### config.mk
export PLATFORM = sky130hd
export DESIGN_NAME = up_down_counter_32
export DESIGN_NICKNAME = d
export VERILOG_FILES = /design/src/rtl/up_down_counter_32_pkg.sv /design/src/rtl/up_down_counter_32_step.sv /design/src/rtl/up_down_counter_32.sv
export SDC_FILE = /design/constraint.sdc
export NUM_CORES = 1
export LEC_CHECK = 0
export BUFFER_PORTS_ARGS = -buffer_cell sky130_fd_sc_hd__clkbuf_2
export CAP_MARGIN = 20
export CORE_MARGIN = 5
export CORE_UTILIZATION = 62
export DETAILED_ROUTE_END_ITERATION = 16
export HOLD_SLACK_MARGIN = 0.03
export PLACE_DENSITY = 0.9
export SETUP_SLACK_MARGIN = 0.1
export SYNTH_ARGS = -nofsm -noshare
export SYNTH_HDL_FRONTEND = slang
export SYNTH_HIERARCHICAL = 1
export SYNTH_SLANG_ARGS = --single-unit
### constraint.sdc
create_clock -name clk -period 3.3 [get_ports clk]
set_input_delay 0.165 -clock clk [delete_from_list [all_inputs] [get_ports clk]]
set_output_delay 0.165 -clock clk [all_outputs]
set_load 0.02 [all_outputs]
### src/rtl/up_down_counter_32_pkg.sv
// Shared constants and types for the up/down counter slice.
package counter_pkg;
  localparam int COUNTER_WIDTH = 32;

  typedef logic [COUNTER_WIDTH-1:0] count_t;
endpackage

### src/rtl/up_down_counter_32_step.sv
// Combinational next-count function: +1 when up, -1 otherwise, modulo 2^WIDTH.
module updown_step
  import counter_pkg::*;
#(
  parameter int WIDTH = COUNTER_WIDTH
) (
  input  logic [WIDTH-1:0] q,
  input  logic             up,
  output logic [WIDTH-1:0] q_next
);
  always_comb begin
    q_next = '0;
    if (up) q_next = q + WIDTH'(1);
    else    q_next = q - WIDTH'(1);
  end
endmodule

### src/rtl/up_down_counter_32.sv
// Free-running up/down counter with asynchronous active-high reset.
module up_down_counter_32
  import counter_pkg::*;
#(
  parameter int WIDTH = COUNTER_WIDTH
) (
  input  logic             clk,
  input  logic             reset,
  input  logic             up,
  output logic [WIDTH-1:0] q
);
  logic [WIDTH-1:0] r_q;
  logic [WIDTH-1:0] w_q_next;

  updown_step #(.WIDTH(WIDTH)) u_step (
    .q      (r_q),
    .up     (up),
    .q_next (w_q_next)
  );

  always_ff @(posedge clk or posedge reset) begin
    if (reset) r_q <= '0;
    else       r_q <= w_q_next;
  end

  assign q = r_q;
endmodule

==> qor.csv, run 1 <==
stage;metric;value;unit
placed_design;HPWL Detailed;4950;um
min_path;hold worst-path end;q[1];
layout;relative area change from synthesis to final layout;11.9;%
clocking;Root Buffer;sky130_fd_sc_hd__clkbuf_8;
layout;commonest cells after routing, fill and taps aside;sky130_fd_sc_hd__clkbuf_2 (34), sky130_fd_sc_hd__a21oi_1 (33), sky130_fd_sc_hd__dfrtp_1 (32);
global_routing;global-route wire length before repair;11400;um
sta;final setup vio count;0;
synthesis;Syn Nets;353;
global_routing;met2 Track Usage GR;39.1;%
routing;DRC Markers;0;
worst_setup_path;reg-to-reg critical path endpoint;q[31];
sta;Slew headroom;60.6;%
placed_design;pre-CTS worst setup slack;0.539;ns
layout;antenna fix cells;0;
worst_setup_path;category of the most critical setup path;input port to register;
layout;most common library cell in the layout ignoring fill and taps;sky130_fd_sc_hd__clkbuf_2;
min_path;startpoint of the worst hold path;up;
synthesis;flop and latch count out of synthesis;32;
run_status;outcome;completed;
routing;average routed wire per standard cell;16.4;um
floorplan;count of standard-cell rows;24;
clocking;clock transition at the register clock pins on the worst setup and hold paths after CTS;0.07;ns
worst_setup_path;endpoint arrival time on the critical path;2.85;ns
worst_setup_path;Worst EP required;3.52;ns
worst_setup_path;CP endpoint kind;register;
floorplan;Die Span Y;76.9;um
worst_setup_path;category of the worst setup path launch point;input port;
power;Lkg Pwr;1.46;nW
sta;post-route clock period utilization;79.8;%
routing;drt via density;6.45;
routing;number of design-rule violations left by the first detailed-router iteration;226;
clocking;number of clock sinks;32;
worst_setup_path;worst reg-to-reg path cell count;7;
global_routing;antenna violations before repair;0;
sta;worst clock skew on the final layout;0.00687;ns
synthesis;commonest register cell after synthesis;sky130_fd_sc_hd__dfrtp_1;
layout;max FFs per register;32;
clocking;latest clock arrival within the worst-skew pair;0.29;ns
global_routing;gr usage total;22.9;%
worst_setup_path;reg-to-reg slack, setup;0.69;ns
min_path;class of the tightest hold or removal check;input port to register;
sta;Max Transition Viols Final;0;
global_routing;met3 capacity usage during global routing;3.63;%
global_routing;most used routing layer in global routing;met2;
floorplan;area of the placeable core;4350;um^2
sta;Achievable Freq;380;MHz
global_routing;GR Util met1;28.6;%
synthesis;count of unique library cells instantiated by Yosys;55;
sta;number of hold-slack violations in the final timing report;0;
clocking;number of CTS-inserted buffers;5;
global_routing;GRT overflow;0;
synthesis;portion of the post-synthesis area used by sequential elements;28.8;%
clocking;post-CTS setup repair buffer count;0;
clocking;TritonCTS clock tree;built;
sta;unrepaired setup endpoints after global routing;false;
placed_design;number of buffers added on ports;34;
clocking;post-CTS sizing;0;
clocking;CTS HTree Levels;2;
floorplan;Starting Density;63.8;%
placed_design;Routability Congestion;0.920;
power;IR Drop Worst-Case VDD;0.691;mV
synthesis;area of the mapped netlist;2780;um^2
synthesis;warnings from Yosys;6;
worst_setup_path;highest fanout seen on the critical path;30;
flow_run;max-cap check violation count;0;
worst_setup_path;startpoint of the most critical register-to-register path;q[8];
layout;share of final-layout standard cells stronger than drive strength 1;15.8;%
routing;wirelength, routed;6660;um
sta;final setup slack of the worst path;0.667;ns
layout;net count reported at finish;388;
global_routing;pin count of the biggest net entering global routing;33;
synthesis;number of enable-type register cells in the synthesized netlist;0;
synthesis;proportion of synthesized flip-flops having asynchronous set or reset;100;%
sta;clock period minus final worst setup slack;2.63;ns
clocking;buffers from clock root to sink, at most;2;
synthesis;post-synthesis cell count;319;
sta;total negative slack for setup checks;0;ns
min_path;depth of the worst hold-timing path;3;
sta;transition time of the tightest slew-check pin;0.585;ns
power;Power per Cell Area;1240;nW/um^2
floorplan;number of primary I/O pins;35;
routing;detailed-router iteration count before antenna repair;5;
routing;Final ANT Viol Nets;0;
synthesis;Post-Syn Area per Cell;8.70;um^2
floorplan;die area;5920;um^2
global_routing;number of global-route vias before repair;2575;
routing;count of vias placed by the detailed router;2624;
layout;Util after Layout;71.3;%
floorplan;Die W;76.9;um
sta;worst slack on hold paths;0.258;ns
## cell families after synthesis
kind of cell | synth area share (%)
AO/OA/AOI/OAI | 27.4
AND/OR/NAND/NOR | 17.7
flip-flops | 28.8
adder cells (fa/ha/maj) | 14.2
XOR/XNOR | 8.52
buffers and inverters | 3.02
multiplexers | 0.361
## cell type report
cell class                      instances  area (um^2)
Multi-Input combinational cell        267         1890
Clock inverter                          3         42.5
Sequential cell                        32          801
Tap cell                               52         65.1
Timing Repair Buffer                   37          195
Inverter                               11         41.3
Clock buffer                            5         68.8
Fill cell                             329         1250
## worst max-delay path, stage by stage
cell                       delay (ns)
sky130_fd_sc_hd__clkbuf_2        0.12
sky130_fd_sc_hd__inv_1           0.06
sky130_fd_sc_hd__buf_4           0.33
sky130_fd_sc_hd__ha_1            0.35
sky130_fd_sc_hd__a21oi_1         0.22
sky130_fd_sc_hd__o21ai_0         0.22
sky130_fd_sc_hd__a221oi_1        0.38
sky130_fd_sc_hd__o21ai_0         0.30
sky130_fd_sc_hd__a21oi_1         0.46
sky130_fd_sc_hd__mux2i_1         0.23
## stage by stage
| step | area (um^2) | cells | power [mW] |
|---|---|---|---|
| after floorplan | 2780 | 319 | 2.80 |
| after global placement | 2980 | 398 | 3.34 |
| after detailed placement | 2980 | 398 | 3.41 |
| after CTS | 3110 | 407 | 3.82 |
| after global routing | 3110 | 407 | 4.16 |
| final | 3110 | 407 | 3.84 |
## layer usage
| metal | wire, um | part of all wire, % | up-vias |
|---|---|---|---|
| met5 | 0 | 0 | - |
| met2 | 3220 | 48 | 113 |
| met1 | 2870 | 43 | 1214 |
| met3 | 347 | 5.2 | 32 |
| li1 | - | - | 1265 |
| met4 | 228 | 3.4 | 0 |
## power breakdown
group / switching [mW] / internal, mW / leakage [nW]
Clock: 0.155 / 0.223 / 0.0541
Sequential: 0.115 / 0.619 / 0.371
Combinational: 1.66 / 1.07 / 1.03
## worst max path at each step
stage               from  cells after the start    end  slack (ns)
floorplan             up                      8  q[29]        0.73
global placement      up                     10  q[31]        0.59
detailed placement    up                     10  q[31]        0.54
CTS                   up                     10  q[31]        0.74
global route          up                     10  q[31]        0.53
finish                up                     10  q[31]        0.67
## cell usage after synthesis (3+ instances only)
| cell type | number | area, um^2 |
|---|---|---|
| sky130_fd_sc_hd__a21oi_1 | 33 | 165 |
| sky130_fd_sc_hd__dfrtp_1 | 32 | 801 |
| sky130_fd_sc_hd__ha_1 | 30 | 375 |
| sky130_fd_sc_hd__nand2_1 | 24 | 90.1 |
| sky130_fd_sc_hd__nor2_1 | 19 | 71.3 |
| sky130_fd_sc_hd__o21ai_0 | 17 | 85.1 |
| sky130_fd_sc_hd__xnor2_1 | 17 | 149 |
| sky130_fd_sc_hd__a21o_1 | 11 | 82.6 |
| sky130_fd_sc_hd__inv_1 | 11 | 41.3 |
| sky130_fd_sc_hd__nor3_1 | 11 | 55.1 |
| sky130_fd_sc_hd__nand3_1 | 10 | 50.1 |
| sky130_fd_sc_hd__xor2_1 | 10 | 87.6 |
| sky130_fd_sc_hd__o21a_1 | 8 | 60.1 |
| sky130_fd_sc_hd__and3_1 | 7 | 43.8 |
| sky130_fd_sc_hd__nor2b_1 | 7 | 43.8 |
| sky130_fd_sc_hd__buf_2 | 6 | 30.0 |
| sky130_fd_sc_hd__a31oi_1 | 5 | 31.3 |
| sky130_fd_sc_hd__and2_1 | 4 | 25.0 |
| sky130_fd_sc_hd__nand4_1 | 4 | 25.0 |
| sky130_fd_sc_hd__a211o_1 | 3 | 26.3 |
| sky130_fd_sc_hd__nand3b_1 | 3 | 22.5 |
| sky130_fd_sc_hd__o211ai_1 | 3 | 22.5 |
| sky130_fd_sc_hd__o31ai_1 | 3 | 22.5 |
## what timing repair did
action	in CTS	in global routing
endpoints found under the setup margin	0	0
endpoints found under the hold margin	32	0
hold buffers	1	0
(Power assumes the default switching activity.)
==> run 2, diff against run 1 <==
--- a/config.mk
+++ b/config.mk
@@ -5,13 +5,14 @@
 export SDC_FILE = /design/constraint.sdc
 export NUM_CORES = 1
 export LEC_CHECK = 0
+export ABC_AREA = 1
 export BUFFER_PORTS_ARGS = -buffer_cell sky130_fd_sc_hd__clkbuf_2
 export CAP_MARGIN = 20
 export CORE_MARGIN = 5
-export CORE_UTILIZATION = 62
+export CORE_UTILIZATION = 60
 export DETAILED_ROUTE_END_ITERATION = 16
 export HOLD_SLACK_MARGIN = 0.03
-export PLACE_DENSITY = 0.9
+export PLACE_DENSITY = 0.86
 export SETUP_SLACK_MARGIN = 0.1
 export SYNTH_ARGS = -nofsm -noshare
 export SYNTH_HDL_FRONTEND = slang
==> constraint.sdc (replaced) <==
create_clock -name clk -period 2.63 [get_ports clk]
set_input_delay 0.1315 -clock clk [delete_from_list [all_inputs] [get_ports clk]]
set_output_delay 0.1315 -clock clk [all_outputs]
set_load 0.02 [all_outputs]
==> qor.csv, run 2 <==
stage;metric;value;unit
run_status;outcome;completed;
min_path;class of the tightest hold or removal check;input port to register;
synthesis;commonest register cell after synthesis;sky130_fd_sc_hd__dfrtp_1;
routing;number of design-rule violations left by the first detailed-router iteration;303;
flow_run;max-cap check violation count;0;
power;design internal power;2.19;mW
synthesis;number of enable-type register cells in the synthesized netlist;0;
global_routing;GRT overflow;0;
layout;area used by sequential logic in the layout;801;um^2
synthesis;flop and latch count out of synthesis;32;
clocking;TritonCTS clock tree;built;
sta;Slew headroom;71.3;%
worst_setup_path;most common cell type on the critical path;sky130_fd_sc_hd__nand3_1;
worst_setup_path;endpoint arrival time on the critical path;2.14;ns
global_routing;pin count of the biggest net entering global routing;33;
layout;most common library cell in the layout ignoring fill and taps;sky130_fd_sc_hd__nand2_1;
layout;max FFs per register;32;
placed_design;number of buffers added on ports;34;
synthesis;area of the mapped netlist;3170;um^2
layout;antenna fix cells;0;
routing;DRC Markers;0;
routing;detailed-router iteration count before antenna repair;6;
routing;Final ANT Viol Nets;0;
synthesis;list of most frequent post-synthesis cells;sky130_fd_sc_hd__nand2_1 (234), sky130_fd_sc_hd__inv_1 (120), sky130_fd_sc_hd__nor2_1 (40), sky130_fd_sc_hd__dfrtp_1 (32), sky130_fd_sc_hd__ha_1 (30);
power;proportion of total power due to net switching;54.7;%
synthesis;cell type contributing the most total cell area after synthesis;sky130_fd_sc_hd__nand2_1;
clocking;number of CTS-inserted buffers;5;
worst_setup_path;critical-path cell with the highest stage delay;sky130_fd_sc_hd__fa_1;
sta;final setup vio count;0;
sta;number of hold-slack violations in the final timing report;0;
sta;transition time of the tightest slew-check pin;0.430;ns
power;sequential group share of total power;19.0;%
sta;Achievable Freq;511;MHz
global_routing;number of global-route vias before repair;3106;
floorplan;area of the placeable core;5110;um^2
worst_setup_path;category of the most critical setup path;register to register;
synthesis;leading cell type by number of instances after synthesis;sky130_fd_sc_hd__nand2_1;
layout;area of the multi-input gates;1910;um^2
worst_setup_path;worst reg-to-reg path cell count;10;
worst_setup_path;reg-to-reg slack, setup;0.67;ns
placed_design;placed instance area;3450;um^2
global_routing;antenna violations before repair;0;
clocking;CTS HTree Levels;2;
clocking;buffers from clock root to sink, at most;2;
worst_setup_path;list of cells traversed by the critical path;inv_1, fa_1, inv_1, nand3_1, nand3_1, nand3_1, nand3_1, nand2_1, nand3_1, nand2_1;
power;Power per Cell Area;1360;nW/um^2
clocking;Root Buffer;sky130_fd_sc_hd__clkbuf_8;
worst_setup_path;slowest cell delay on critical path;0.44;ns
synthesis;proportion of synthesized flip-flops having asynchronous set or reset;100;%
sta;worst clock skew on the final layout;0.00541;ns
sta;total negative slack for setup checks;0;ns
sta;post-route clock period utilization;74.4;%
worst_setup_path;highest fanout seen on the critical path;4;
placed_design;HPWL Detailed;6320;um
global_routing;met2 Track Usage GR;43.3;%
layout;commonest cells after routing, fill and taps aside;sky130_fd_sc_hd__nand2_1 (234), sky130_fd_sc_hd__inv_1 (120), sky130_fd_sc_hd__nor2_1 (40);
synthesis;dominant cells by area after synthesis;sky130_fd_sc_hd__nand2_1 (28%), sky130_fd_sc_hd__dfrtp_1 (25%), sky130_fd_sc_hd__inv_1 (14%);
sta;clock period minus final worst setup slack;1.96;ns
layout;net count reported at finish;615;
floorplan;Die W;82.6;um
clocking;post-CTS setup repair buffer count;0;
synthesis;post-synthesis cell count;537;
floorplan;Die Span Y;82.6;um
layout;share of final-layout standard cells stronger than drive strength 1;8.59;%
min_path;depth of the worst hold-timing path;4;
clocking;clock transition at the register clock pins on the worst setup and hold paths after CTS;0.08;ns
floorplan;count of standard-cell rows;26;
worst_setup_path;CP endpoint kind;register;
sta;Max Transition Viols Final;0;
placed_design;Routability Congestion;0.990;
power;IR Drop Worst-Case VDD;0.808;mV
routing;count of vias placed by the detailed router;3347;
global_routing;met3 capacity usage during global routing;4.23;%
synthesis;fraction of synthesized cell area taken by the top area cell type;27.7;%
worst_setup_path;Worst EP required;2.82;ns
layout;relative area change from synthesis to final layout;12.7;%
power;clock network fraction of total power;10.0;%
routing;drt via density;5.13;
power;net switching power figure;2.65;mW
sta;unrepaired setup endpoints after global routing;false;
floorplan;Starting Density;62.0;%
layout;number of fill cells;463;
global_routing;GR Util met1;33.9;%
clocking;latest clock arrival within the worst-skew pair;0.29;ns
power;Lkg Pwr;2.36;nW
synthesis;portion of the post-synthesis area used by sequential elements;25.3;%
layout;Util after Layout;69.9;%
global_routing;global-route wire length before repair;13600;um
clocking;number of clock sinks;32;
power;combinational cell fraction of total power;71.0;%
routing;average routed wire per standard cell;12.3;um
floorplan;number of primary I/O pins;35;
synthesis;warnings from Yosys;6;
synthesis;Post-Syn Area per Cell;5.89;um^2
floorplan;die area;6830;um^2
synthesis;Syn Nets;571;
global_routing;gr usage total;25.8;%
synthesis;count of unique library cells instantiated by Yosys;18;
layout;final instance area;3570;um^2
global_routing;most used routing layer in global routing;met2;
worst_setup_path;category of the worst setup path launch point;register;
routing;wirelength, routed;8030;um
==> run 2: metal layers <==
metal | vias up | routed length [um]
met5 | - | 0
met3 | 13 | 584
li1 | 1700 | -
met2 | 149 | 3640
met4 | 0 | 147
met1 | 1485 | 3660
==> run 2: layout make-up <==
| class | count | share of cell area [%] |
|---|---|---|
| Multi-Input combinational cell | 385 | 53.6 |
| Sequential cell | 32 | 22.4 |
| Inverter | 120 | 12.6 |
| Timing Repair Buffer | 37 | 5.82 |
| Tap cell | 70 | 2.45 |
| Clock buffer | 6 | 2.03 |
| Clock inverter | 2 | 0.982 |
==> run 2: through the flow <==
step	hold slack, ns	power (mW)	setup WS (ns)	cells
6_report	0.205	4.84	0.674	652
4_1_cts	0.202	4.81	0.693	652
3_3_place_gp	0.225	4.21	0.682	643
3_5_place_dp	0.230	4.29	0.637	643
2_1_floorplan	0.248	3.42	0.691	537
5_1_grt	0.206	5.34	0.438	652
==> run 2: logic make-up (layout without fill, tap and decap cells) <==
group	after synthesis	in the layout	synth area share, %
compound gates	25	25	4.39
xor+xnor	15	15	4.15
fa+ha+maj	31	31	12.5
buf+inv	120	165	14.2
flops	32	32	25.3
simple gates	314	314	39.4
==> run 2: what timing repair did <==
action,in CTS,in global routing
hold endpoints to repair,32,0
hold buffers,1,0
resized for setup,0,0
==> run 2: critical path: cells and delay by family, from the launching register on <==
family        cells  cell delay [ns]
fa+ha+maj         1             0.44
buf+inv           2             0.22
flops             1             0.40
simple gates      7             0.79
==> run 2: power groups by stage <==
stage | logic, mW | registers (mW) | clock network [mW]
2_1_floorplan | 2.21 | 1.21 | 0
3_3_place_gp | 3.29 | 0.920 | 0
3_5_place_dp | 3.36 | 0.932 | 0
4_1_cts | 3.39 | 0.925 | 0.493
5_1_grt | 3.87 | 0.959 | 0.511
6_report | 3.44 | 0.922 | 0.485
==> run 2: worst paths after layout <==
kind                       start  endpoint
min in group asynchronous  reset     q[31]
max in group asynchronous  reset     q[22]
max reg2reg                 q[0]     q[28]
max                         q[0]     q[28]
min reg2reg                 q[0]      q[0]
min                           up     q[31]
==> run 3, diff against run 2 <==
==> constraint.sdc (replaced) <==
create_clock -name clk -period 1.86 [get_ports clk]
set_input_delay 0.093 -clock clk [delete_from_list [all_inputs] [get_ports clk]]
set_output_delay 0.093 -clock clk [all_outputs]
set_load 0.02 [all_outputs]
==> qor.csv, run 3 (synthesis results as in run 2) <==
stage;metric;value;unit
run_status;outcome;finished with violations;
run_status;failing checks;negative setup slack;
layout;antenna fix cells;0;
worst_setup_path;worst reg-to-reg path cell count;8;
global_routing;number of global-route vias before repair;3261;
layout;net count reported at finish;641;
clocking;number of CTS-inserted buffers;5;
sta;final setup slack of the worst path;-0.0335;ns
worst_setup_path;critical-path cell with the highest stage delay;sky130_fd_sc_hd__dfrtp_1;
layout;max FFs per register;32;
clocking;CTS HTree Levels;2;
power;Power per Cell Area;1980;nW/um^2
routing;number of design-rule violations left by the first detailed-router iteration;374;
routing;wirelength, routed;10300;um
worst_setup_path;CP startpoint;q[23];
worst_setup_path;reg-to-reg critical path endpoint;q[25];
routing;DRC Markers;0;
floorplan;Die W;82.6;um
layout;share of final-layout standard cells stronger than drive strength 1;24.7;%
worst_setup_path;list of cells traversed by the critical path;ha_1, nand2_1, nor2_1, nand2_1, nor2_1, nand2_1, nand4_1, nand2_1;
sta;worst clock skew on the final layout;0.00813;ns
sta;transition time of the tightest slew-check pin;0.428;ns
sta;post-route clock period utilization;102;%
clocking;TritonCTS clock tree;built;
clocking;Root Buffer;sky130_fd_sc_hd__clkbuf_8;
worst_setup_path;most common cell type on the critical path;sky130_fd_sc_hd__nand2_1;
global_routing;gr usage total;27.8;%
worst_setup_path;worst setup path endpoint;q[25];
global_routing;GRT overflow;0;
placed_design;HPWL Detailed;6930;um
min_path;depth of the worst hold-timing path;5;
worst_setup_path;slowest cell delay on critical path;0.41;ns
placed_design;number of buffers added on ports;34;
sta;Slew headroom;71.5;%
sta;Max Transition Viols Final;0;
clocking;number of clock sinks;32;
routing;Final ANT Viol Nets;0;
clocking;buffers from clock root to sink, at most;2;
routing;count of vias placed by the detailed router;3692;
floorplan;die area;6830;um^2
power;IR Drop Worst-Case VDD;1.15;mV
power;Lkg Pwr;2.50;nW
layout;area of the multi-input gates;2310;um^2
sta;clock period minus final worst setup slack;1.89;ns
floorplan;area of the placeable core;5110;um^2
layout;number of fill cells;347;
worst_setup_path;category of the most critical setup path;register to register;
global_routing;pin count of the biggest net entering global routing;33;
worst_setup_path;startpoint of the most critical register-to-register path;q[23];
floorplan;Starting Density;62.0;%
power;Tot Pwr;8.26;mW
min_path;class of the tightest hold or removal check;input port to register;
clocking;clock transition at the register clock pins on the worst setup and hold paths after CTS;0.07;ns
floorplan;Die Span Y;82.6;um
sta;number of hold-slack violations in the final timing report;0;
routing;average routed wire per standard cell;15.1;um
routing;detailed-router iteration count before antenna repair;8;
worst_setup_path;CP endpoint kind;register;
sta;unrepaired setup endpoints after global routing;true;
global_routing;global-route wire length before repair;14600;um
sta;final setup vio count;1;
worst_setup_path;highest fanout seen on the critical path;4;
worst_setup_path;Worst EP required;2.04;ns
sta;Achievable Freq;528;MHz
layout;commonest cells after routing, fill and taps aside;sky130_fd_sc_hd__nand2_1 (213), sky130_fd_sc_hd__inv_1 (119), sky130_fd_sc_hd__clkbuf_2 (34);
worst_setup_path;category of the worst setup path launch point;register;
floorplan;count of standard-cell rows;26;
floorplan;number of primary I/O pins;35;
clocking;latest clock arrival within the worst-skew pair;0.29;ns
layout;Util after Layout;81.6;%
placed_design;Routability Congestion;0.949;
flow_run;max-cap check violation count;0;
layout;relative area change from synthesis to final layout;31.6;%
global_routing;antenna violations before repair;0;
layout;most common library cell in the layout ignoring fill and taps;sky130_fd_sc_hd__nand2_1;
layout;area used by sequential logic in the layout;801;um^2
worst_setup_path;reg-to-reg slack, setup;-0.03;ns
worst_setup_path;endpoint arrival time on the critical path;2.07;ns
routing;drt via density;5.45;
## run 3: cell count changes in the layout (fill, tap and decap cells not counted), moves of 2 or more
cell / before / now
sky130_fd_sc_hd__clkinvlp_4: 0 / 2
sky130_fd_sc_hd__nand2_2: 4 / 23
sky130_fd_sc_hd__nand2_4: 0 / 2
sky130_fd_sc_hd__nor2_2: 0 / 10
sky130_fd_sc_hd__nand3_2: 1 / 6
sky130_fd_sc_hd__a21oi_2: 0 / 12
sky130_fd_sc_hd__nand2_1: 234 / 213
sky130_fd_sc_hd__ha_4: 0 / 17
sky130_fd_sc_hd__nand3_1: 26 / 21
sky130_fd_sc_hd__a21oi_1: 21 / 9
sky130_fd_sc_hd__buf_4: 1 / 27
sky130_fd_sc_hd__ha_2: 0 / 4
sky130_fd_sc_hd__nor2_1: 40 / 29
sky130_fd_sc_hd__ha_1: 30 / 9
## run 3: layer usage
metal	up-vias	track usage (%)	wire length, um
met2	237	46.7	4630
met4	0	8.82	607
met1	1622	35.8	4040
li1	1753	-	-
met3	80	5.31	973
met5	-	0	0
## run 3: power by group
group / internal, mW / switching, mW
Sequential: 1.08 / 0.308
Combinational: 2.34 / 3.85
Clock: 0.397 / 0.294
Total: 3.82 / 4.45
## run 3: area by class of cell
class / instances / share of cell area (%)
Multi-Input combinational cell: 385 / 55.4
Sequential cell: 32 / 19.2
Inverter: 120 / 10.9
Timing Repair Buffer: 63 / 9.67
Tap cell: 70 / 2.10
Clock buffer: 5 / 1.65
Clock inverter: 3 / 1.02
## run 3: repair_timing
| item | CTS | global route |
|---|---|---|
| hold buffers | 1 | 0 |
| buffers inserted | 0 | 4 |
| hold endpoints to repair | 32 | 0 |
| resized for setup | 5 | 71 |
| endpoints found under the setup margin | 10 | 21 |
| pin swaps | 1 | 9 |
## run 3: stage by stage
step | cells | hold WS [ns] | TNS [ns] | worst slack (ns) | area [um^2]
detailed placement | 665 | 0.198 | -0.302 | -0.0708 | 3620
global route | 678 | 0.292 | -0.0295 | -0.0153 | 4170
finish | 678 | 0.271 | -0.0335 | -0.0335 | 4170
floorplan | 537 | 0.209 | 0 | 0.0677 | 3170
global placement | 665 | 0.190 | -0.0856 | -0.0745 | 3620
CTS | 674 | 0.263 | 0 | 0.0975 | 3760
## run 3: worst max-delay path, delay by kind of cell, from the launching register on
| family | cells | cell delay [ns] |
|---|---|---|
| flops | 1 | 0.41 |
| simple gates | 7 | 0.99 |
| fa+ha+maj | 1 | 0.39 |
## run 3: worst min-delay path by stage
stage               slack (ns)  start  endpoint
finish                    0.27     up     q[31]
global route              0.29     up     q[31]
CTS                       0.26     up     q[31]
detailed placement        0.20  reset     q[23]
global placement          0.19  reset     q[30]
floorplan                 0.21  reset      q[0]
